**src/rtl/CoreDefs.sv**
```systemverilog
// Shared core types: data access sizes, byte masks, address types and the
// memory-port arbiter state encoding.
package CoreDefs;

  typedef enum logic [1:0] {
    ACC_BYTE  = 2'd0,
    ACC_HALF  = 2'd1,
    ACC_WORD  = 2'd2,
    ACC_DWORD = 2'd3
  } DataAccess;

  typedef logic [3:0]  ByteMask;
  typedef logic [31:0] DataAddr;
  typedef logic [31:0] InstAddr;

  typedef enum logic [1:0] {
    IDLE = 2'd0,
    INST = 2'd1,
    DATA = 2'd2,
    ERR  = 2'd3
  } MemArbState;

endpackage

```
**src/rtl/mem_lane_gen.sv**
```systemverilog
// Combinational lane configuration for a data access: byte-lane mask,
// lane-replicated write data and misalignment flag on a 32-bit bus.
module mem_lane_gen
  import CoreDefs::*;
(
  input  DataAccess   access,
  input  logic [1:0]  addrLo,
  input  logic [31:0] wdata,
  output ByteMask     byteMask,
  output logic [31:0] wdataRep,
  output logic        misaligned
);

  always_comb begin
    byteMask   = '0;
    wdataRep   = wdata;
    misaligned = 1'b0;
    case (access)
      ACC_BYTE: begin
        byteMask = 4'b0001 << addrLo;
        wdataRep = {4{wdata[7:0]}};
      end
      ACC_HALF: begin
        byteMask   = 4'b0011 << addrLo;
        wdataRep   = {2{wdata[15:0]}};
        misaligned = addrLo[0];
      end
      ACC_WORD: begin
        byteMask   = 4'b1111;
        misaligned = (addrLo != 2'b00);
      end
      // A doubleword can never be served on a 32-bit port.
      default: misaligned = 1'b1;
    endcase
  end

endmodule

```
**src/rtl/mem_port_arbiter.sv**
```systemverilog
// Shares the single memory port between instruction fetch and the LSU, one
// transaction at a time. Define MEM_ARB_FAIRNESS_EN to bound data bursts.
module mem_port_arbiter
  import CoreDefs::*;
#(
  parameter int DATA_WIDTH     = 32,
  parameter int ADDR_WIDTH     = 32,
  parameter int PC_WIDTH       = 32,
  parameter int MAX_DATA_BURST = 4
) (
  input  logic                  i_clock,
  input  logic                  i_reset,
  input  logic                  i_inst_req,
  input  logic [PC_WIDTH-1:0]   i_inst_addr,
  output logic                  o_inst_ack,
  output logic [31:0]           o_inst_data,
  input  logic                  i_data_req,
  input  logic                  i_data_we,
  input  logic [ADDR_WIDTH-1:0] i_data_addr,
  input  DataAccess             i_data_access,
  input  logic [DATA_WIDTH-1:0] i_data_wdata,
  output logic                  o_data_ack,
  output logic                  o_data_err,
  output logic [DATA_WIDTH-1:0] o_data_rdata,
  output logic                  o_mem_req,
  output logic                  o_mem_we,
  output logic [ADDR_WIDTH-1:0] o_mem_addr,
  output ByteMask               o_mem_be,
  output logic [DATA_WIDTH-1:0] o_mem_wdata,
  input  logic                  i_mem_ack,
  input  logic [DATA_WIDTH-1:0] i_mem_rdata
);

  MemArbState  state, stateNext;
  ByteMask     laneBe;
  logic [31:0] laneWdata;
  logic        laneMisaligned;
  logic        grantData, grantInst, forceInst;
  logic        unusedInstLo;

  mem_lane_gen uLaneGen (
    .access     (i_data_access),
    .addrLo     (i_data_addr[1:0]),
    .wdata      (i_data_wdata[31:0]),
    .byteMask   (laneBe),
    .wdataRep   (laneWdata),
    .misaligned (laneMisaligned)
  );

  // Fetches are always word-aligned; the low PC bits carry no information.
  assign unusedInstLo = ^i_inst_addr[1:0];

`ifdef MEM_ARB_FAIRNESS_EN
  localparam int CNT_W = $clog2(MAX_DATA_BURST + 1);
  logic [CNT_W-1:0] burstCnt;

  assign forceInst = i_inst_req && (burstCnt == CNT_W'(MAX_DATA_BURST));

  always_ff @(posedge i_clock or negedge i_reset) begin
    if (!i_reset) begin
      burstCnt <= '0;
    end else if (state == IDLE) begin
      if (grantInst || !i_inst_req) begin
        burstCnt <= '0;
      end else if (grantData && (burstCnt != CNT_W'(MAX_DATA_BURST))) begin
        burstCnt <= burstCnt + 1'b1;
      end
    end
  end
`else
  logic [31:0] unusedBurst;
  assign unusedBurst = 32'(MAX_DATA_BURST);
  assign forceInst   = 1'b0;
`endif

  assign grantData = (state == IDLE) && i_data_req && !forceInst;
  assign grantInst = (state == IDLE) && i_inst_req && !grantData;

  always_ff @(posedge i_clock or negedge i_reset) begin
    if (!i_reset) begin
      state <= IDLE;
    end else begin
      state <= stateNext;
    end
  end

  always_comb begin
    stateNext = state;
    case (state)
      IDLE: begin
        if (grantData) begin
          stateNext = laneMisaligned ? ERR : DATA;
        end else if (grantInst) begin
          stateNext = INST;
        end
      end
      INST, DATA: if (i_mem_ack) stateNext = IDLE;
      default:    stateNext = IDLE;
    endcase
  end

  // Transaction fields are captured once at grant and held until the next grant.
  always_ff @(posedge i_clock or negedge i_reset) begin
    if (!i_reset) begin
      o_mem_addr  <= '0;
      o_mem_we    <= 1'b0;
      o_mem_be    <= '0;
      o_mem_wdata <= '0;
    end else if (grantData && !laneMisaligned) begin
      o_mem_addr  <= {i_data_addr[ADDR_WIDTH-1:2], 2'b00};
      o_mem_we    <= i_data_we;
      o_mem_be    <= laneBe;
      o_mem_wdata <= laneWdata;
    end else if (grantInst) begin
      o_mem_addr  <= {i_inst_addr[ADDR_WIDTH-1:2], 2'b00};
      o_mem_we    <= 1'b0;
      o_mem_be    <= 4'b1111;
      o_mem_wdata <= '0;
    end
  end

  assign o_mem_req    = (state == INST) || (state == DATA);
  assign o_inst_ack   = (state == INST) && i_mem_ack;
  assign o_data_ack   = ((state == DATA) && i_mem_ack) || (state == ERR);
  assign o_data_err   = (state == ERR);
  assign o_inst_data  = o_inst_ack ? i_mem_rdata : '0;
  assign o_data_rdata = ((state == DATA) && i_mem_ack) ? i_mem_rdata : '0;

endmodule

```
**config.mk**
```make
export PLATFORM = sky130hd
export DESIGN_NAME = mem_port_arbiter
export DESIGN_NICKNAME = d
export VERILOG_FILES = /design/src/rtl/CoreDefs.sv /design/src/rtl/mem_lane_gen.sv /design/src/rtl/mem_port_arbiter.sv
export SDC_FILE = /design/constraint.sdc
export NUM_CORES = 1
export LEC_CHECK = 0
export BUFFER_PORTS_ARGS = -buffer_cell sky130_fd_sc_hd__buf_4
export CORE_MARGIN = 3
export CORE_UTILIZATION = 35
export DETAILED_ROUTE_END_ITERATION = 10
export GPL_TIMING_DRIVEN = 0
export HOLD_SLACK_MARGIN = 0.03
export PLACE_DENSITY = 0.68
export SLEW_MARGIN = 20
export SYNTH_ARGS = -nofsm -noshare
export SYNTH_HDL_FRONTEND = slang
export SYNTH_SLANG_ARGS = --single-unit
```
**constraint.sdc**
```tcl
create_clock -name i_clock -period 5.05 [get_ports i_clock]
set_input_delay 0 -clock i_clock [delete_from_list [all_inputs] [get_ports i_clock]]
set_output_delay 0 -clock i_clock [all_outputs]
set_load 0.05 [all_outputs]
```
==> summary.txt <==
Status
  – Status: finished clean

Synth
  – Combinational family with the most area after synthesis: multiplexers
  – Post-synthesis register bit count: 69
  – Post-Synth Adder-Cell Area: around 1.2%
  – Top area cells in the synthesized netlist: dfrtp_1, mux2_4, mux2i_1
  – Avg Cell Area, Syn: between 10 and 15 sq um
  – Cell taking the most area after synthesis: dfrtp_1
  – Cells after Synth: about 370
  – Number of distinct library cells after synthesis: 35
  – Syn. warnings: 0
  – Synth Area in XOR/XNOR: 0%
  – Multiplexer area fraction after synthesis: 34.73%
  – Simple-gate share of the synthesized area: around 14%
  – Synthesized area: ~4300 sq um
  – Synth Area in Compound Gates: about 3.4%
  – Yosys top cell area share: between 40% and 50%
  – Sequential share of the synthesized area: around 40%

CTS
  – Sink Count: 69
  – Clk_lat worst skew: roughly 330 ps
  – CTS tree: yes
  – CTS H-tree lvls: 3
  – Maximum buffer depth of the clock tree: 2
  – Worst-path clk slew: ~60 ps
  – Post-CTS sizing: 0
  – Num CTS Buffers: 9
  – Clock root cell: clkbuf_16

Detailed routing
  – Vias post-DR: approximately 4400
  – Final wirelength: around 16 mm
  – Iter 0 DRT Violations: a little over 100
  – Via density per instance: between 4 and 5
  – DR DRC count: 0
  – Drt first pass iters: 4
  – WL/cell: 17.89 microns
  – Antenna Violating Nets Remaining: 0

Floorplanning
  – Rows: 39
  – I/O pins: roughly 270
  – Initial core utilization: between 30% and 40%
  – Die Ht: about 120 microns
  – Core area: about 12000 sq um
  – Die area: roughly 14000 sq um
  – Die width: roughly 120 microns

Critical path
  – Crit path launch: state[0]
  – Data required, critical path: 5260 ps
  – Cell mode on critical path: buf_4
  – Crit path kind: flip-flop to flip-flop
  – Slowest-stage cell, CP: dlygate4sd3_1
  – Critical-path cell list: inv_1, ha_1, nand2_1, o21bai_1, buf_4, buf_4, mux2_4, dlygate4sd3_1
  – Startpoint types: flip-flop
  – Worst Path Max Fanout: 10
  – R2R Path Start: state[0]
  – CP peak stage delay: 580 ps
  – CP arrival: between 2000 and 3000 ps
  – Crit. End Element: flip-flop

STA
  – RSZ-0062 raised after global routing: no
  – Period minus WS final: 2549 ps
  – Slew Limit Fails: 0
  – Final setup vio count: 0
  – Final-report hold violation count: 0
  – Final TNS setup: 0 ps
  – Final Skew: roughly 7.7 ps
  – Crit share post-route: approximately half
  – Worst-Margin Slew: 896.7 ps
  – Fmax: 0.3923 GHz
  – Slew HR: 40.22%

GRT
  – Initial antenna violation count: 1
  – Gr ovfl total: 0
  – Global-route wire length before repair: approximately 24 mm
  – Largest net degree at the start of global routing: 70
  – Number of global-route vias before repair: ~4700
  – Gr usage total: a little under a quarter

Place
  – Routability Congestion: 0.7768
  – Detailed Place HPWL: around 11 mm
  – Port Buf Inserts: between 200 and 300
  – Placed Instances: 785

Run
  – Max Cap Viol: 0

Pwr
  – Max VDD drop: 0.0004451 V
  – Lkg Pwr: 0.004324 uW
  – P per Cell Area: between 600 and 700 nW/um^2

Layout
  – Most common cell after layout, fill and taps aside: buf_4
  – Fin cells: 895
  – Area of the multi-input gates: between 2000 and 2500 sq um
  – Area Growth Syn to Fin: 81.03%
  – Total Nets Final: 886
  – Register area: between 1500 and 2000 sq um
  – Layout fillers: slightly above 900
  – Most frequent cells in the layout: buf_4, dlygate4sd3_1, dfrtp_1
  – Share of cells above drive strength 1: between 40% and 50%

Min path
  – Min-delay src: i_inst_addr[13]
  – Min-Delay Path Class: input pin to flip-flop
==> registers in the layout (all words and copies together), names as in the netlist <==
register and cells:
state 2, o_mem_addr 30, o_mem_wdata 32, o_mem_we 1
o_mem_be 4
==> worst paths after layout <==
check | cells past startpoint | end | slack [ps]
min in group asynchronous | 2 | o_mem_addr[19] | 350
hold / removal | 3 | o_mem_addr[13] | 30
max in group asynchronous | 2 | state[0] | 4120
setup reg to reg | 8 | o_mem_addr[23] | 2500
setup / recovery | 8 | o_mem_addr[23] | 2500
hold reg to reg | 2 | o_mem_wdata[20] | 520
==> cell families after synthesis <==
group,after synthesis
fa+ha+maj,4
other cells,1
simple gates,111
buf+inv,46
flops,69
compound gates,19
mux,123
==> report_power, final <==
group | total, uW | internal (uW) | switching (uW)
clock network | 727 | 482 | 244
registers | 972 | 814 | 159
logic | 2970 | 1180 | 1790
total | 4670 | 2480 | 2190
==> worst max-delay path, delay by kind of cell, from the launching register on <==
kind	cells	cell delay, ps
multiplexers	1	310
buffers and inverters	4	1100
AND/OR/NAND/NOR	1	140
adder cells (fa/ha/maj)	1	280
flip-flops	1	410
AO/OA/AOI/OAI	1	180
==> what timing repair did <==
action / in CTS / in global routing
buffers inserted: 0 / 0
hold buffers: 92 / 1
hold endpoints to repair: 136 / 1
==> layout make-up <==
type / instances / area share [%]
diodes: 1 / 0.03229
clock buffers: 10 / 2.955
repair buffers: 361 / 37.98
inverters: 13 / 0.6297
flip-flops and latches: 69 / 22.28
multi-input cells: 259 / 29.60
plain buffers: 33 / 2.777
clock inverters: 6 / 1.437
well taps: 143 / 2.309
==> cells in the mapped netlist, drive strengths merged <==
cell	instances
mux2i	57
a2bb2oi	1
nor3	1
o211ai	1
nor2	3
o31ai	1
nand2b	1
o32a	4
conb	1
and3b	1
o21ai	3
a2111o	1
nand2	38
a21oi	3
ha	4
and2	1
o21bai	1
mux2	66
inv	13
a21o	1
o22ai	1
nand3b	1
or2	1
clkbuf	13
buf	20
o21ba	1
o2111ai	1
and3	64
dfrtp	69
==> routing by layer <==
| layer | up-vias | track usage, % | wire length [microns] |
|---|---|---|---|
| li1 | 2058 | - | - |
| met1 | 2113 | 24.52 | 5750 |
| met2 | 203 | 41.42 | 8399 |
| met3 | 39 | 7.358 | 1338 |
| met4 | 0 | 9.862 | 527 |
| met5 | - | 0 | 0 |
==> per-stage QoR <==
stage	hold slack, ps	util, %	power [uW]	worst slack [ps]	area, sq um
detailed placement	192.0	55.52	3734	3072	6475
global placement	183.1	55.52	3691	3097	6475
finish	34.91	66.44	4667	2501	7749
global route	36.77	66.44	4891	2356	7749
CTS	31.50	66.33	4677	2501	7736
floorplan	-295.6	-	2897	3298	4284
Note: power is estimated with default switching activity, not from simulation.
